<file path="src/rtl/vga_text_pkg.sv">
`default_nettype none
// ============================================================================
//  Module      : vga_text_pkg
//  Description : Shared constants, state encoding and address packing for the
//                VGA text writer.
//                Cell address : {19'b0, row[4:0], col[5:0], 2'b00}
//                Cell word    : {color[2:0], 8'h00, code[7:0]}
//  Revision    : 1.0 - initial release
// ============================================================================
package vga_text_pkg;

    localparam int COLS = 40;
    localparam int ROWS = 30;

    localparam logic [5:0] COL_LAST = 6'(COLS - 1);
    localparam logic [4:0] ROW_LAST = 5'(ROWS - 1);

    // Space character in colour 000; what every clear writes.
    localparam logic [18:0] BLANK_WORD = 19'h00020;

    localparam logic [7:0] CH_BS = 8'h08;
    localparam logic [7:0] CH_LF = 8'h0A;
    localparam logic [7:0] CH_FF = 8'h0C;
    localparam logic [7:0] CH_CR = 8'h0D;

    typedef enum logic [1:0] {
        ST_IDLE       = 2'd0,
        ST_WRITE      = 2'd1,
        ST_CLR_LINE   = 2'd2,
        ST_CLR_SCREEN = 2'd3
    } state_t;

    // Byte address of a cell; the display side decodes the same layout.
    function automatic logic [31:0] pack_addr(input logic [4:0] row, input logic [5:0] col);
        return {19'b0, row, col, 2'b00};
    endfunction

    // Row after a newline; the screen wraps instead of scrolling.
    function automatic logic [4:0] next_row(input logic [4:0] row);
        return (row == ROW_LAST) ? 5'd0 : row + 5'd1;
    endfunction

endpackage
`default_nettype wire

</file>
<file path="src/rtl/vga_text_writer_if.sv">
`default_nettype none
// ============================================================================
//  Module      : vga_text_writer_if
//  Description : Character input stream and VRAM write port of the text
//                writer bundled as one interface.
//                  ch_valid/ch_data/ch_color/ch_ready : character stream
//                  vram_we/vram_wr_rdy                : write request/accept
//                  vram_addr/vram_wdata               : write address/cell word
//                modport slave  : view of the text writer itself
//                modport master : view of the environment (source + VRAM)
//  Revision    : 1.0 - initial release
// ============================================================================
interface vga_text_writer_if;

    logic        ch_valid;
    logic [7:0]  ch_data;
    logic [2:0]  ch_color;
    logic        ch_ready;

    logic        vram_we;
    logic        vram_wr_rdy;
    logic [31:0] vram_addr;
    logic [18:0] vram_wdata;

    modport slave (
        input  ch_valid, ch_data, ch_color, vram_wr_rdy,
        output ch_ready, vram_we, vram_addr, vram_wdata
    );

    modport master (
        output ch_valid, ch_data, ch_color, vram_wr_rdy,
        input  ch_ready, vram_we, vram_addr, vram_wdata
    );

endinterface
`default_nettype wire

</file>
<file path="src/rtl/vga_clear_sweep.sv">
`default_nettype none
// ============================================================================
//  Module      : vga_clear_sweep
//  Description : Row/column sweep counter used to walk cells during a line or
//                full-screen clear.
//                  start     : load position; row = start_row (line mode) or 0
//                  full      : sampled with start; 1 = whole screen, 0 = one row
//                  advance   : current cell was accepted, move to the next one
//                  row/col   : cell currently being addressed
//                  done      : final cell accepted this cycle
//  Revision    : 1.0 - initial release
// ============================================================================
module vga_clear_sweep
    import vga_text_pkg::*;
(
    input  logic       clk,
    input  logic       reset,
    input  logic       start,
    input  logic       full,
    input  logic [4:0] start_row,
    input  logic       advance,
    output logic [4:0] row,
    output logic [5:0] col,
    output logic       done
);

    logic [4:0] r_row;
    logic [5:0] r_col;
    logic       r_full;
    logic       r_active;
    logic       w_last;

    // Line mode ends at the last column; screen mode also needs the last row.
    assign w_last = (r_col == COL_LAST) && (!r_full || (r_row == ROW_LAST));
    assign done   = r_active & advance & w_last;
    assign row    = r_row;
    assign col    = r_col;

    always_ff @(posedge clk or posedge reset) begin
        if (reset) begin
            r_row    <= 5'd0;
            r_col    <= 6'd0;
            r_full   <= 1'b0;
            r_active <= 1'b0;
        end else if (start) begin
            r_row    <= full ? 5'd0 : start_row;
            r_col    <= 6'd0;
            r_full   <= full;
            r_active <= 1'b1;
        end else if (r_active && advance) begin
            if (w_last) begin
                r_active <= 1'b0;
            end else if (r_col == COL_LAST) begin
                r_col <= 6'd0;
                r_row <= next_row(r_row);
            end else begin
                r_col <= r_col + 6'd1;
            end
        end
    end

endmodule
`default_nettype wire

</file>
<file path="src/rtl/vga_text_writer.sv">
`default_nettype none
// ============================================================================
//  Module      : vga_text_writer
//  Description : Turns a stream of character codes into VRAM cell writes and
//                tracks a hardware cursor. Handles printable codes, CR, LF,
//                BS and FF (full clear), line wrap and screen wrap.
//  Ports       : clk, reset (async, active high)
//                bus        : vga_text_writer_if.slave (char stream + VRAM port)
//                cursor_row : current cursor row    0..ROWS-1
//                cursor_col : current cursor column 0..COLS-1
//                busy       : high whenever not idle
//  Config      : `define VGA_TEXT_CLEAR_LINE_EN to blank the new row on
//                every newline (LF or wrap past the last column).
//  Revision    : 1.0 - initial release
// ============================================================================
module vga_text_writer
    import vga_text_pkg::*;
(
    input  logic               clk,
    input  logic               reset,
    vga_text_writer_if.slave   bus,
    output logic [4:0]         cursor_row,
    output logic [5:0]         cursor_col,
    output logic               busy
);

    state_t      r_state,  w_state_nxt;
    logic [4:0]  r_row,    w_row_nxt;
    logic [5:0]  r_col,    w_col_nxt;
    logic        r_we,     w_we_nxt;
    logic [31:0] r_addr,   w_addr_nxt;
    logic [18:0] r_wdata,  w_wdata_nxt;
    logic        r_adv,    w_adv_nxt;   // advance cursor after this single write

    logic        w_wr_fire;
    logic        w_clearing;
    logic        w_sw_start;
    logic        w_sw_full;
    logic [4:0]  w_sw_row;
    logic [4:0]  w_sw_cur_row;
    logic [5:0]  w_sw_cur_col;
    logic        w_sw_done;

    assign w_wr_fire  = r_we & bus.vram_wr_rdy;
    assign w_clearing = (r_state == ST_CLR_LINE) || (r_state == ST_CLR_SCREEN);

    vga_clear_sweep u_sweep (
        .clk       (clk),
        .reset     (reset),
        .start     (w_sw_start),
        .full      (w_sw_full),
        .start_row (w_sw_row),
        .advance   (w_wr_fire & w_clearing),
        .row       (w_sw_cur_row),
        .col       (w_sw_cur_col),
        .done      (w_sw_done)
    );

    // ------------------------------------------------------------------
    // State register
    // ------------------------------------------------------------------
    always_ff @(posedge clk or posedge reset) begin
        if (reset) begin
            r_state <= ST_IDLE;
            r_row   <= 5'd0;
            r_col   <= 6'd0;
            r_we    <= 1'b0;
            r_addr  <= 32'd0;
            r_wdata <= 19'd0;
            r_adv   <= 1'b0;
        end else begin
            r_state <= w_state_nxt;
            r_row   <= w_row_nxt;
            r_col   <= w_col_nxt;
            r_we    <= w_we_nxt;
            r_addr  <= w_addr_nxt;
            r_wdata <= w_wdata_nxt;
            r_adv   <= w_adv_nxt;
        end
    end

    // ------------------------------------------------------------------
    // Next-state and datapath decisions
    // ------------------------------------------------------------------
    always_comb begin
        w_state_nxt = r_state;
        w_row_nxt   = r_row;
        w_col_nxt   = r_col;
        w_we_nxt    = r_we;
        w_addr_nxt  = r_addr;
        w_wdata_nxt = r_wdata;
        w_adv_nxt   = r_adv;
        w_sw_start  = 1'b0;
        w_sw_full   = 1'b0;
        w_sw_row    = next_row(r_row);

        case (r_state)
            ST_IDLE: begin
                if (bus.ch_valid) begin
                    case (bus.ch_data)
                        CH_LF: begin
                            w_col_nxt = 6'd0;
                            w_row_nxt = next_row(r_row);
`ifdef VGA_TEXT_CLEAR_LINE_EN
                            w_sw_start  = 1'b1;
                            w_we_nxt    = 1'b1;
                            w_wdata_nxt = BLANK_WORD;
                            w_state_nxt = ST_CLR_LINE;
`endif
                        end
                        CH_CR: begin
                            w_col_nxt = 6'd0;
                        end
                        CH_BS: begin
                            // Erase the cell the cursor steps back onto.
                            if (r_col != 6'd0) begin
                                w_col_nxt   = r_col - 6'd1;
                                w_addr_nxt  = pack_addr(r_row, r_col - 6'd1);
                                w_wdata_nxt = BLANK_WORD;
                                w_we_nxt    = 1'b1;
                                w_adv_nxt   = 1'b0;
                                w_state_nxt = ST_WRITE;
                            end
                        end
                        CH_FF: begin
                            w_sw_start  = 1'b1;
                            w_sw_full   = 1'b1;
                            w_we_nxt    = 1'b1;
                            w_wdata_nxt = BLANK_WORD;
                            w_state_nxt = ST_CLR_SCREEN;
                        end
                        default: begin
                            w_addr_nxt  = pack_addr(r_row, r_col);
                            w_wdata_nxt = {bus.ch_color, 8'h00, bus.ch_data};
                            w_we_nxt    = 1'b1;
                            w_adv_nxt   = 1'b1;
                            w_state_nxt = ST_WRITE;
                        end
                    endcase
                end
            end

            ST_WRITE: begin
                if (w_wr_fire) begin
                    w_we_nxt    = 1'b0;
                    w_state_nxt = ST_IDLE;
                    if (r_adv) begin
                        if (r_col != COL_LAST) begin
                            w_col_nxt = r_col + 6'd1;
                        end else begin
                            w_col_nxt = 6'd0;
                            w_row_nxt = next_row(r_row);
`ifdef VGA_TEXT_CLEAR_LINE_EN
                            w_sw_start  = 1'b1;
                            w_we_nxt    = 1'b1;
                            w_wdata_nxt = BLANK_WORD;
                            w_state_nxt = ST_CLR_LINE;
`endif
                        end
                    end
                end
            end

            ST_CLR_LINE, ST_CLR_SCREEN: begin
                if (w_sw_done) begin
                    w_we_nxt    = 1'b0;
                    w_state_nxt = ST_IDLE;
                    if (r_state == ST_CLR_SCREEN) begin
                        w_row_nxt = 5'd0;
                        w_col_nxt = 6'd0;
                    end
                end
            end

            default: begin
                w_state_nxt = ST_IDLE;
                w_we_nxt    = 1'b0;
            end
        endcase
    end

    // ------------------------------------------------------------------
    // Outputs: during clears the address follows the sweep counter, which
    // only moves on an accepted write, so it stays stable while stalled.
    // ------------------------------------------------------------------
    assign bus.ch_ready   = (r_state == ST_IDLE);
    assign bus.vram_we    = r_we;
    assign bus.vram_addr  = w_clearing ? pack_addr(w_sw_cur_row, w_sw_cur_col) : r_addr;
    assign bus.vram_wdata = r_wdata;
    assign cursor_row     = r_row;
    assign cursor_col     = r_col;
    assign busy           = (r_state != ST_IDLE);

endmodule
`default_nettype wire
</file>
<file path="src/flat_wrapper.sv">
// flat-port wrapper written by rule: the top's interface ports become plain ports
module vga_text_writer_flat import vga_text_pkg::*;
  (clk, reset, cursor_row, cursor_col, busy, bus_ch_valid, bus_ch_data, bus_ch_color, bus_vram_wr_rdy, bus_ch_ready, bus_vram_we, bus_vram_addr, bus_vram_wdata);
  vga_text_writer_if bus_i ();
  input  logic clk;
  input  logic reset;
  output logic [4:0] cursor_row;
  output logic [5:0] cursor_col;
  output logic busy;
  input wire logic [$bits(bus_i.ch_valid)-1:0] bus_ch_valid;
  input wire logic [$bits(bus_i.ch_data)-1:0] bus_ch_data;
  input wire logic [$bits(bus_i.ch_color)-1:0] bus_ch_color;
  input wire logic [$bits(bus_i.vram_wr_rdy)-1:0] bus_vram_wr_rdy;
  output wire logic [$bits(bus_i.ch_ready)-1:0] bus_ch_ready;
  output wire logic [$bits(bus_i.vram_we)-1:0] bus_vram_we;
  output wire logic [$bits(bus_i.vram_addr)-1:0] bus_vram_addr;
  output wire logic [$bits(bus_i.vram_wdata)-1:0] bus_vram_wdata;
  assign bus_i.ch_valid = bus_ch_valid;
  assign bus_i.ch_data = bus_ch_data;
  assign bus_i.ch_color = bus_ch_color;
  assign bus_i.vram_wr_rdy = bus_vram_wr_rdy;
  assign bus_ch_ready = bus_i.ch_ready;
  assign bus_vram_we = bus_i.vram_we;
  assign bus_vram_addr = bus_i.vram_addr;
  assign bus_vram_wdata = bus_i.vram_wdata;
  vga_text_writer u_core (.clk(clk), .reset(reset), .bus(bus_i), .cursor_row(cursor_row), .cursor_col(cursor_col), .busy(busy));
endmodule
</file>
<file path="config.mk">
export PLATFORM = sky130hd
export DESIGN_NAME = vga_text_writer_flat
export DESIGN_NICKNAME = d
export VERILOG_FILES = /design/src/rtl/vga_text_pkg.sv /design/src/rtl/vga_text_writer_if.sv /design/src/rtl/vga_clear_sweep.sv /design/src/rtl/vga_text_writer.sv /design/src/flat_wrapper.sv
export SDC_FILE = /design/constraint.sdc
export NUM_CORES = 1
export LEC_CHECK = 0
export CAP_MARGIN = 20
export CELL_PAD_IN_SITES_DETAIL_PLACEMENT = 0
export CELL_PAD_IN_SITES_GLOBAL_PLACEMENT = 1
export CORE_MARGIN = 2
export CORE_UTILIZATION = 35
export CTS_BUF_LIST = sky130_fd_sc_hd__clkbuf_8
export CTS_CLUSTER_DIAMETER = 120
export CTS_CLUSTER_SIZE = 16
export DETAILED_ROUTE_END_ITERATION = 8
export PLACE_DENSITY_LB_ADDON = 0.15
export SLEW_MARGIN = 20
export SYNTH_ARGS = -nofsm -noshare
export SYNTH_HDL_FRONTEND = slang
export SYNTH_HIERARCHICAL = 1
export SYNTH_SLANG_ARGS = --single-unit
</file>
<file path="constraint.sdc">
create_clock -name clk -period 2.6 [get_ports clk]
set_clock_uncertainty 0.15 [all_clocks]
set_input_delay 0.26 -clock clk [delete_from_list [all_inputs] [get_ports clk]]
set_output_delay 0.26 -clock clk [all_outputs]
set_load 0.05 [all_outputs]
</file>
After elaboration in Yosys (flattened, before gate mapping). Cells that the tools add are included.

Output and inout port bits: 65. Logic and storage cells: 119. Input bits: 15. Register bits after elaboration: 79.

Bitwise gates (word level): 6. Mux-type cells: 52. Equal/unequal tests: 23. $add $sub $neg: 5. Reduce and logical (&&, ||, !) cells: 22.

Operator list (number): 6-bit 2-to-1 mux (11); 5-bit 2-to-1 mux (13); 32-bit 2-to-1 mux (2); 32-bit case mux with 2 select lines (1); 19-bit case mux with 3 select lines (1); 8-bit by 4-bit equality test with 1-bit output (second input constant) (4); 19-bit 2-to-1 mux (1); 6-bit case mux with 3 select lines (1); 5-bit case mux with 3 select lines (1); 7-bit AND reduction (2); 6-bit by 1-bit adder with 6-bit output (second input constant) (2); 2-bit case mux with 3 select lines (2); 6-bit case mux with 2 select lines (1); 1-bit 2-to-1 mux (11); 5-bit by 1-bit adder with 5-bit output (second input constant) (2); 5-bit equality test (second input constant) (2); 2-bit by 1-bit != test with 1-bit output (second input constant) (5); 2-bit != test (second input constant) (5); 2-bit 2-to-1 mux (4); 4-bit AND reduction (2); 2-bit nonzero test (4); 6-bit equality test (second input constant) (1); 3-bit by 2-bit != test with 1-bit output (second input constant) (2); 6-bit != test (second input constant) (1); other kinds (17) (27).

Longest topological paths before layout.
Word-level depth: 7. Gate-level depth with buffers: 11. Gate-level depth less buffers: 10.

Cells and area by module. Netlist, hierarchy kept.

By module, submodules not included: vga_text_writer (cells an instance 247, area an instance 2361.0 um^2, times used 1, seq. area each 900.9 um^2); vga_clear_sweep (cells an instance 83, area an instance 765.7 um^2, times used 1, seq. area each 325.3 um^2).

Worst setup path before layout. OpenSTA, ideal clock, no wires.

Path kind: reg-to-reg. Start: register u_core.r_state[0]. End: register u_core.u_sweep.r_row[2], in the netlist u_core/u_sweep/row[2]. Data arrival time: 3183 ps. Library setup time: 124 ps. Data required time: 2326 ps. Stages on the path, launching flop included: 7. Clock period less this slack: 3457 ps. Path slack: -857 ps. Buffers on the path: 1. Cell sequence: dfrtp_1 nor2_1 nand2_1 nor4_1 clkbuf_1 o21ai_0 o31a_1.

Elaborated cells between the ends (all ways): 12. Classes of those cells: eq/ne: 3; mux: 2; bitwise: 1; reduce/logical: 6.

RTL lines: start, declared (RTL line vga_text_writer.sv:27) `state_t r_state, w_state_nxt;`; start signal, assigned (RTL line vga_text_writer.sv:72) `r_state <= w_state_nxt;`; 2-bit zero test (*); named net bus_ch_ready (RTL line flat_wrapper.sv:14) `output wire logic [$bits(bus_i.ch_ready)-1:0] bus_ch_ready;`; 1-bit 2-to-1 mux (*) (RTL line vga_text_writer.sv:97) `case (r_state)`; named net u_core.w_sw_full (RTL line vga_text_writer.sv:38) `logic w_sw_full;`; 2-bit != test (no line) or 2-bit nonzero test (tied branches); 3-bit AND reduction (no line); end signal, assigned (RTL line vga_clear_sweep.sv:46) `r_row <= full ? 5'd0 : start_row;`; end signal, assigned (RTL line vga_clear_sweep.sv:55) `r_row <= next_row(r_row);`; end, declared (RTL line vga_clear_sweep.sv:27) `logic [4:0] r_row;`.

The timed path passes the listed nets; every way through them passes the cells marked *. A chain may end at the register's enable or synchronous reset.

Final worst setup path.
Start: register u_core.r_col[0], in the netlist u_core/cursor_col[0]. End: register u_core.r_col[0], in the netlist u_core/cursor_col[0].

Longest elaborated chain between the ends: 5. Elaborated cells between the ends (all ways): 13. Classes of those cells: add/sub: 2; eq/ne: 2; mux: 7; reduce/logical: 2.

Ends and longest elaborated chain: start, declared (RTL line vga_text_writer.sv:29) `logic [5:0] r_col, w_col_nxt;`; start signal, assigned (RTL line vga_text_writer.sv:74) `r_col <= w_col_nxt;`; 6-bit by 1-bit subtractor with 6-bit output (tied with other cells) (RTL line vga_text_writer.sv:117) `w_col_nxt = r_col - 6'd1;`; 6-bit 2-to-1 mux, on equally long branches (RTL line vga_text_writer.sv:116, vga_text_writer.sv:148); 6-bit case mux with 2 select lines or 6-bit 2-to-1 mux (tied branches) (RTL line vga_text_writer.sv:100, vga_text_writer.sv:147); 6-bit 2-to-1 mux, on equally long branches (RTL line vga_text_writer.sv:99, vga_text_writer.sv:144); 6-bit case mux with 3 select lines (RTL line vga_text_writer.sv:97).

Several ways; a longest one is shown, not always the timed one. The select of a mux whose other input is x is not followed.

==> results.json <==
{
  "place_area_um2": 3820,
  "synth_async_sr_flop_share": 1.00,
  "cts.path.max_buffers": 2,
  "grt_pass1_wl_um": 13200,
  "endpoint_kind": "register",
  "worst_slew_pin_slew_ns": 0.540,
  "worst_ep_required_time_ns": 2.65,
  "wl_um": 7970,
  "drtPass1Iterations": 5,
  "setup_tns_ns": 0,
  "clk_latency_ns": 0.31,
  "n_antenna_cell": 0,
  "core_region_area_um2": 8680,
  "nNetsFinal": 431,
  "synth.distinct_cells": 67,
  "fin_area_um2": 3940,
  "die_y_um": 98.5,
  "ir_drop_mv": 0.357,
  "synth_area_leaders": "dfrtp_1 39%, mux2_2 7.9%, buf_4 7.0%",
  "grt_pass1_vias": 2566,
  "ys.flop_type": "dfrtp_1",
  "dieArea_um2": 9710,
  "synth_top_area_share": 0.392,
  "cpPeakStageDelay_ns": 0.49,
  "die_x_um": 98.5,
  "crit_chain": "inv_1, ha_1, or4b_4, or4_4, o211ai_2, buf_4, nor2_1, a22o_2",
  "outcome": "complete, no violations",
  "htreeDepth": 2,
  "io-pin-count": 80,
  "start_util": 0.360,
  "syn2layout_area_growth_pct": 26.0,
  "cp_top_family": "simple AND/OR/NAND/NOR gates",
  "period_minus_slack_ns": 2.48,
  "p_leak_uw": 0.00184,
  "track_usage": 0.168,
  "ctsHoldBuffers": 0,
  "yosysSeqAreaShare": 0.392,
  "ys_ff_latch": 49,
  "clkTransAtPathRegs_ns": 0.10,
  "drtIter0Drc": 121,
  "max-slew-margin-rel": 0.639,
  "postSynthAreaPerCell_um2": 9.47,
  "numCtsBuffers": 5,
  "cts_tree": "done",
  "holdWs_ns": 0.160,
  "synthCells": 330,
  "rsz0062_at_grt": "false",
  "cts.sinks": 49,
  "fin_crit_sh": 0.952,
  "detail-route-antenna-nets": 0,
  "placedCellCount": 506,
  "vias": 2653,
  "cts-root-buf": "clkbuf_8",
  "worstPathBufferInverterCount": 2,
  "synth_top_area_cell": "dfrtp_1",
  "grt_start_max_net_pins": 37,
  "synth-edff-count": 0,
  "slew_viol_final": 0,
  "finalWeightedCongestion": 0.894,
  "slowest_stage": "or4b_4",
  "grt_overflow": 0,
  "fin_cells": 517,
  "drive_gt1_frac": 0.230,
  "cp_max_fo": 9,
  "grt_antenna_before_repair": 0,
  "dp_hpwl_um": 5970,
  "wl_per_cell_um": 15.4,
  "netlist_area_um2": 3130,
  "criticalPathCategory": "register to register",
  "io_buffers": 50,
  "viasPerCell": 5.13,
  "p_per_area_nw_per_um2": 781,
  "finalHoldViolations": 0,
  "critPathLaunchType": "register",
  "drc": 0,
  "yosysWarningCount": 6,
  "fmax_ghz": 0.404,
  "maxCapViolations": 0,
  "finalSetupViolCount": 0,
  "placementRows": 34,
  "worstHoldPathType": "primary input to async pin",
  "arrival_ns": 2.53
}
## repair_timing
| item | in CTS | in global routing |
|---|---|---|
| resized for setup | 0 | 1 |
| buffers inserted | 0 | 3 |
| hold endpoints to repair | 0 | 0 |
| setup endpoints to repair | 0 | 9 |
## worst register-to-register path, cell delays in order, from the launching register on
cell and delay, ns:
dfrtp_1 0.39, inv_1 0.10, ha_1 0.16, or4b_4 0.49, or4_4 0.49, o211ai_2 0.12, buf_4 0.20, nor2_1 0.05
a22o_2 0.21
## layout by cell type (no fill, tap or decap), types with 6 or more instances in the layout
cell	instances
nand2_1	19
ha_1	7
dfrtp_1	48
nand3_1	12
conb_1	29
a21oi_1	15
nor2_1	23
clkdlybuf4s50_1	37
inv_1	21
buf_4	45
mux2_2	22
nor3_1	8
a22o_1	8
clkbuf_8	6
o21ai_0	17
## layout make-up
cell class | count | area [µm²]
clock buffer | 6 | 82.6
clock inverter | 2 | 13.8
fill | 890 | 4740
inverter | 22 | 82.6
multi-input combinational | 247 | 1670
sequential | 49 | 1230
tap | 108 | 135
timing repair buffer | 83 | 728
## synthesized netlist by cell type, drive strengths merged, types with 2 or more instances
cell	number
a31oi	3
and2	4
mux2i	2
nor3b	5
nor4	4
and4	2
a22oi	2
nand4	3
nand4b	2
xor2	5
o211ai	3
clkbuf	5
inv	22
o31ai	5
o21a	2
xnor2	3
and3	4
nor3	8
nor2	24
nand3	12
buf	35
o21ai	20
a21oi	15
nand2	19
ha	8
a22o	9
mux2	22
nor2b	4
nand2b	2
or4	4
o32ai	2
dfrtp	49
## metrics by stage
step                       util  setup slack [ns]  power [µW]
after global routing      0.454           0.00577        3260
after detailed placement  0.440            0.0823        2600
after global placement    0.440             0.141        2590
after floorplan               -           0.00104        2100
after CTS                 0.451             0.103        3110
final                     0.454             0.125        3080
## final timing paths
kind | start | end | slack [ns] | cells after the start
hold reg to reg | u_core/bus.vram_wdata[17]$_DFFE_PP0P_ | u_core/bus.vram_wdata[17]$_DFFE_PP0P_ | 0.35 | 1
min in group clk | u_core/bus.vram_wdata[17]$_DFFE_PP0P_ | u_core/bus.vram_wdata[17]$_DFFE_PP0P_ | 0.35 | 1
setup reg to reg | u_core/cursor_col[0]$_DFFE_PP0P_ | u_core/cursor_col[0]$_DFFE_PP0P_ | 0.12 | 8
hold / removal | reset | u_core/u_sweep/r_full$_DFFE_PP0P_ | 0.16 | 2
max in group asynchronous | reset | u_core/r_state[0]$_DFFE_PP0P_ | 1.67 | 3
setup / recovery | u_core/cursor_col[0]$_DFFE_PP0P_ | u_core/cursor_col[0]$_DFFE_PP0P_ | 0.12 | 8
## report_power, final
part	switching, µW	internal, µW
clock network	279	217
registers	97.4	894
logic	1010	583
total	1380	1690
## registers in the layout (all words and copies together), names as in the netlist
name,count
u_core/bus.vram_wdata,11
u_core/u_sweep/r_active,1
u_core/u_sweep/row,5
u_core/cursor_row,5
u_core/r_adv,1
u_core/u_sweep/col,6
u_core/r_addr,11
u_core/u_sweep/r_full,1
u_core/r_state,2
u_core/cursor_col,6
## metal layers
| metal | part of all wire | global-route usage | vias up |
|---|---|---|---|
| li1 | - | - | 1291 |
| met1 | 0.47 | 0.234 | 1271 |
| met2 | 0.48 | 0.276 | 80 |
| met3 | 0.040 | 0.0312 | 11 |
| met4 | 0.012 | 0.0337 | 0 |
| met5 | 0 | 0 | - |
## logic make-up after synthesis
group / after synthesis / share of synthesized area
multiplexers: 24 / 0.0856
AO/OA/AOI/OAI: 75 / 0.164
flip-flops: 49 / 0.392
XOR/XNOR: 8 / 0.0224
buffers and inverters: 62 / 0.115
AND/OR/NAND/NOR: 103 / 0.187
other: 1 / 0.00120
adder cells (fa/ha/maj): 8 / 0.0320
Note: power is estimated with default switching activity, not from simulation.
